`src/rtl/scrambler_par.sv`:
```
// scrambler_par: 802.11a x^7+x^4+1 scrambler (TX) / self-synchronising descrambler (RX), DATA_W bits per beat
//   clk_i, rst_i (async, active-high); start_i latches mode_i (0 TX, 1 RX) and reinitialises the LFSR
//   en_i/data_i input beat (bit 0 earliest); out_o/out_valid_o registered result one cycle later
//   locked_o LFSR state known; state_out_o LFSR {x7..x1} captured when lock is reached
//   Optional SCRAMBLER_BYPASS_EN adds bypass_i: data passes through registered, LFSR and counter frozen
module scrambler_par #(
  parameter int DATA_W = 1,
  parameter logic [6:0] SEED = 7'b1011101
) (
  input  logic              clk_i,
  input  logic              rst_i,
  input  logic              start_i,
  input  logic              mode_i,
  input  logic              en_i,
  input  logic [DATA_W-1:0] data_i,
`ifdef SCRAMBLER_BYPASS_EN
  input  logic              bypass_i,
`endif
  output logic [DATA_W-1:0] out_o,
  output logic              out_valid_o,
  output logic              locked_o,
  output logic [6:0]        state_out_o
);
  typedef enum logic [1:0] {IDLE, RECOVER, RUN} state_t;
  state_t state_q, state_d, state_b;
  logic mode_q, mode_b, byp, step, s;
  logic [6:0] lfsr_q, lfsr_d, lfsr_b, lfsr_c, cap_c, state_out_q, state_out_d;
  logic [2:0] cnt_q, cnt_d, cnt_b, cnt_c;
  logic [DATA_W-1:0] out_q, out_d, out_c;
  logic out_valid_q, out_valid_d, locked_q, locked_d;
`ifdef SCRAMBLER_BYPASS_EN
  assign byp = bypass_i;
`else
  assign byp = 1'b0;
`endif
  // A start in the same cycle as a beat initialises first; the beat then runs from the fresh state.
  always_comb begin
    state_b = start_i ? (mode_i ? RECOVER : RUN) : state_q;
    mode_b = start_i ? mode_i : mode_q;
    lfsr_b = start_i ? (mode_i ? 7'd0 : SEED) : lfsr_q;
    cnt_b = start_i ? 3'd0 : cnt_q;
    lfsr_c = lfsr_b;
    cnt_c = cnt_b;
    cap_c = lfsr_b;
    out_c = '0;
    s = 1'b0;
    for (int i = 0; i < DATA_W; i++) begin
      s = lfsr_c[6] ^ lfsr_c[3];
      // RX recovery: the leading SERVICE zeros arrive as raw scrambler output, so shift them straight in.
      if (mode_b && cnt_c != 3'd7) begin
        lfsr_c = {lfsr_c[5:0], data_i[i]};
        cnt_c = cnt_c + 3'd1;
        cap_c = lfsr_c;
      end else begin
        out_c[i] = data_i[i] ^ s;
        lfsr_c = {lfsr_c[5:0], s};
      end
    end
    step = en_i && state_b != IDLE && !byp;
    lfsr_d = step ? lfsr_c : lfsr_b;
    cnt_d = step ? cnt_c : cnt_b;
    state_d = (step && state_b == RECOVER && cnt_c == 3'd7) ? RUN : state_b;
    locked_d = state_d == RUN;
    state_out_d = (start_i && !mode_i) ? SEED :
                  (state_b == RECOVER && state_d == RUN) ? cap_c : state_out_q;
    out_valid_d = byp ? en_i : en_i && state_b != IDLE;
    out_d = byp ? (en_i ? data_i : out_q) : (step ? out_c : out_q);
  end
  always_ff @(posedge clk_i or posedge rst_i) begin
    if (rst_i) begin
      state_q <= IDLE;
      mode_q <= 1'b0;
      lfsr_q <= 7'd0;
      cnt_q <= 3'd0;
      out_q <= '0;
      out_valid_q <= 1'b0;
      locked_q <= 1'b0;
      state_out_q <= 7'd0;
    end else begin
      state_q <= state_d;
      mode_q <= mode_b;
      lfsr_q <= lfsr_d;
      cnt_q <= cnt_d;
      out_q <= out_d;
      out_valid_q <= out_valid_d;
      locked_q <= locked_d;
      state_out_q <= state_out_d;
    end
  end
  assign out_o = out_q;
  assign out_valid_o = out_valid_q;
  assign locked_o = locked_q;
  assign state_out_o = state_out_q;
endmodule

```
`config.mk`:
```
export PLATFORM = sky130hd
export DESIGN_NAME = scrambler_par
export DESIGN_NICKNAME = d
export VERILOG_FILES = /design/src/rtl/scrambler_par.sv
export SDC_FILE = /design/constraint.sdc
export NUM_CORES = 1
export LEC_CHECK = 0
export ABC_AREA = 1
export CELL_PAD_IN_SITES_DETAIL_PLACEMENT = 2
export CELL_PAD_IN_SITES_GLOBAL_PLACEMENT = 2
export CORE_ASPECT_RATIO = 0.9
export CORE_UTILIZATION = 34
export CTS_CLUSTER_DIAMETER = 150
export CTS_CLUSTER_SIZE = 10
export DETAILED_ROUTE_END_ITERATION = 12
export HOLD_SLACK_MARGIN = 0.06
export PLACE_DENSITY = 0.85
export SLEW_MARGIN = 20
export SYNTH_ARGS = -nofsm -noshare
export SYNTH_HDL_FRONTEND = slang
export SYNTH_SLANG_ARGS = --single-unit
```
`constraint.sdc`:
```
create_clock -name clk_i -period 5.3 [get_ports clk_i]
set_clock_uncertainty 0.1 [all_clocks]
set_input_delay 1.06 -clock clk_i [delete_from_list [all_inputs] [get_ports clk_i]]
set_output_delay 1.06 -clock clk_i [all_outputs]
set_load 0.01 [all_outputs]
```
==> impl_metrics.json <==
{
  "drtAntennaViolNets": 0,
  "clockRootBuffer": "clkbuf_8",
  "finalCritPeriodShare": 0.667,
  "setup_ws_ns": 1.77,
  "finalSetupTns_ns": 0,
  "initial_core_util": 0.357,
  "yosys-top-cells-area": "dfrtp_1 47%, nand2_1 16%, o21ai_0 7.8%, inv_1 4.3%, nand3_1 3.7%",
  "fmax_mhz": 283,
  "cts_resized": 0,
  "grt.total_usage": 0.204,
  "critPathKind": "in2reg",
  "die_x_um": 65.0,
  "pwr_density_cell_nw_per_um2": 299,
  "critPathCaptureType": "register",
  "worst_slew_margin_rel": 0.394,
  "cpPeakStageDelay_ns": 0.78,
  "core_region_area_sq_um": 3400,
  "cp.buffers_inverters": 5,
  "grt_pass1_wl_mm": 5.80,
  "crit_fanout": 13,
  "tightest_slew_ns": 0.908,
  "drive_gt1_frac": 0.115,
  "numCtsBuffers": 3,
  "layout_commonest_cell": "nand2_1",
  "ys_warn_count": 0,
  "rsz0062_at_grt": "no",
  "clock_latency_ns": 0.27,
  "die_h_um": 58.7,
  "cts_sinks": 23,
  "cp_slowest_cell": "clkdlybuf4s50_1",
  "syn_inst": 150,
  "crit_chain": "clkdlybuf4s50_1, inv_6, nand2_2, inv_1, ha_1, ha_1, inv_1, nand3_4, clkinv_2, nand2_1, nand2_1, nand3_4, nand2_4, nand2_1, nand2_1",
  "boundaryPins": 16,
  "r2r_slack_ns": 3.08,
  "netlist_area_sq_um": 1210,
  "ys_seq_area_frac": 0.474,
  "ir_drop_uv": 98.4,
  "hold_class": "reg2reg",
  "period_needed_ns": 3.53,
  "avgSynthCellArea_sq_um": 8.10,
  "setup_violations": 0,
  "synth.largest_area_cell": "dfrtp_1",
  "grt_pass1_vias": 1164,
  "die-area_sq_um": 3820,
  "gr-total-overflow": 0,
  "viasPerCell": 4.94,
  "cp_common_cell": "nand2_1",
  "required_ns": 5.41,
  "critical-path-top-delay-family": "buffers and inverters",
  "yosysUniqueCellTypes": 22,
  "status": "finished, final reports clean",
  "avgRoutedWirePerCell_um": 16.1,
  "ys_ff_latch": 23,
  "drc": 0,
  "drtIter0Drc": 29,
  "nets": 174,
  "pre_cts_ws_ns": 1.48,
  "cts_htree_levels": 1,
  "cts_buffer_depth": 2,
  "dp_hpwl_mm": 2.59,
  "syn2layout_area_growth_pct": 18.7,
  "layout_common_cells": "53 x nand2_1, 23 x dfrtp_1, 19 x o21ai_0",
  "fin_util": 0.424,
  "first_pass_iters": 4,
  "rows": 20,
  "vias": 1033,
  "antenna_found_initial": 0,
  "cp.arrival_ns": 3.64,
  "worst_hold_slack_ns": 0.406,
  "finalWeightedCongestion": 0.767,
  "drv_slew": 0,
  "max_cap_viol_count": 0,
  "synth_top_area_share": 0.474,
  "postCtsHoldBufs": 0,
  "critPathLaunchType": "input port",
  "cts_tree": "yes",
  "diodes": 0,
  "totalWireLength_mm": 3.37,
  "grt_max_degree": 24,
  "hold_viol_final": 0,
  "cts_setup_buffers": 0,
  "p_leak_nw": 0.713,
  "path_clk_slew_ns": 0.09,
  "port_buffers": 15,
  "syn_nets": 158
}
-- area by class of cell --
type                    instances  area (sq um)
clock buffers                   3          41.3
multi-input cells             106           546
inverters                      17          70.1
clock inverters                 1          5.00
flip-flops and latches         23           576
well taps                      44          55.1
fillers                       407          1960
repair buffers                 15           150
-- layer usage --
layer	track usage	wire, um	vias to the layer above	share of wire
met5	0	0	-	0
met4	0.0652	26	0	0.0077
met3	0.0233	58	4	0.017
met2	0.363	1740	9	0.51
met1	0.259	1550	521	0.46
li1	-	-	499	-
-- logic make-up after synthesis --
logic type | Yosys count | share of synthesized area
adder cells (fa/ha/maj) | 2 | 0.0206
AO/OA/AOI/OAI | 24 | 0.112
AND/OR/NAND/NOR | 79 | 0.309
flip-flops | 23 | 0.474
buffers and inverters | 21 | 0.0772
XOR/XNOR | 1 | 0.00721
-- synth_stat cells --
cell       n
clkinv_1   1
clkbuf_1   2
xnor2_1    1
buf_6      1
nand3_1    9
nor2_2     3
clkinv_2   1
nand2_1   53
nand3_4    2
nor2_1     5
a21boi_4   1
inv_1     14
o22ai_1    1
a21oi_1    2
a31oi_1    1
ha_1       2
nand2_2    4
dfrtp_1   23
inv_6      1
nand2_4    3
o21ai_0   19
buf_2      1
-- power breakdown --
part	total [mW]	internal, mW	switching [mW]
sequential	0.208	0.197	0.0107
clock	0.112	0.0525	0.0593
combinational	0.111	0.0444	0.0665
total	0.431	0.294	0.136
-- through the flow --
stage                     instances  total power [mW]  area [sq um]
after floorplan                 150             0.276          1210
after global placement          205             0.317          1400
after detailed placement        205             0.324          1400
after CTS                       209             0.436          1440
after global routing            209             0.459          1440
final                           209             0.431          1440
-- flip-flops by register name, summed over array words and instances (netlist names) --
signal,count
lfsr_q,7
out_valid_o,1
mode_q,1
cnt_q,3
state_q,2
locked_o,1
state_out_o,7
out_o,1
-- tightest hold or removal path, delay by kind of cell (launching register included) --
family,cells,cell delay (ns)
flip-flops,1,0.36
AO/OA/AOI/OAI,1,0.06
AND/OR/NAND/NOR,1,0.05
-- path summary, 6_finish.rpt --
| path | start | to | depth (start not counted) |
|---|---|---|---|
| max reg2reg | cnt_q[0] | state_out_o[1] | 13 |
| min | out_o | out_o | 2 |
| min reg2reg | out_o | out_o | 2 |
| max in group asynchronous | rst_i | state_out_o[5] | 2 |
| max | start_i | state_out_o[1] | 15 |
| min in group asynchronous | rst_i | locked_o | 2 |
Note: power is estimated with default switching activity, not from simulation.
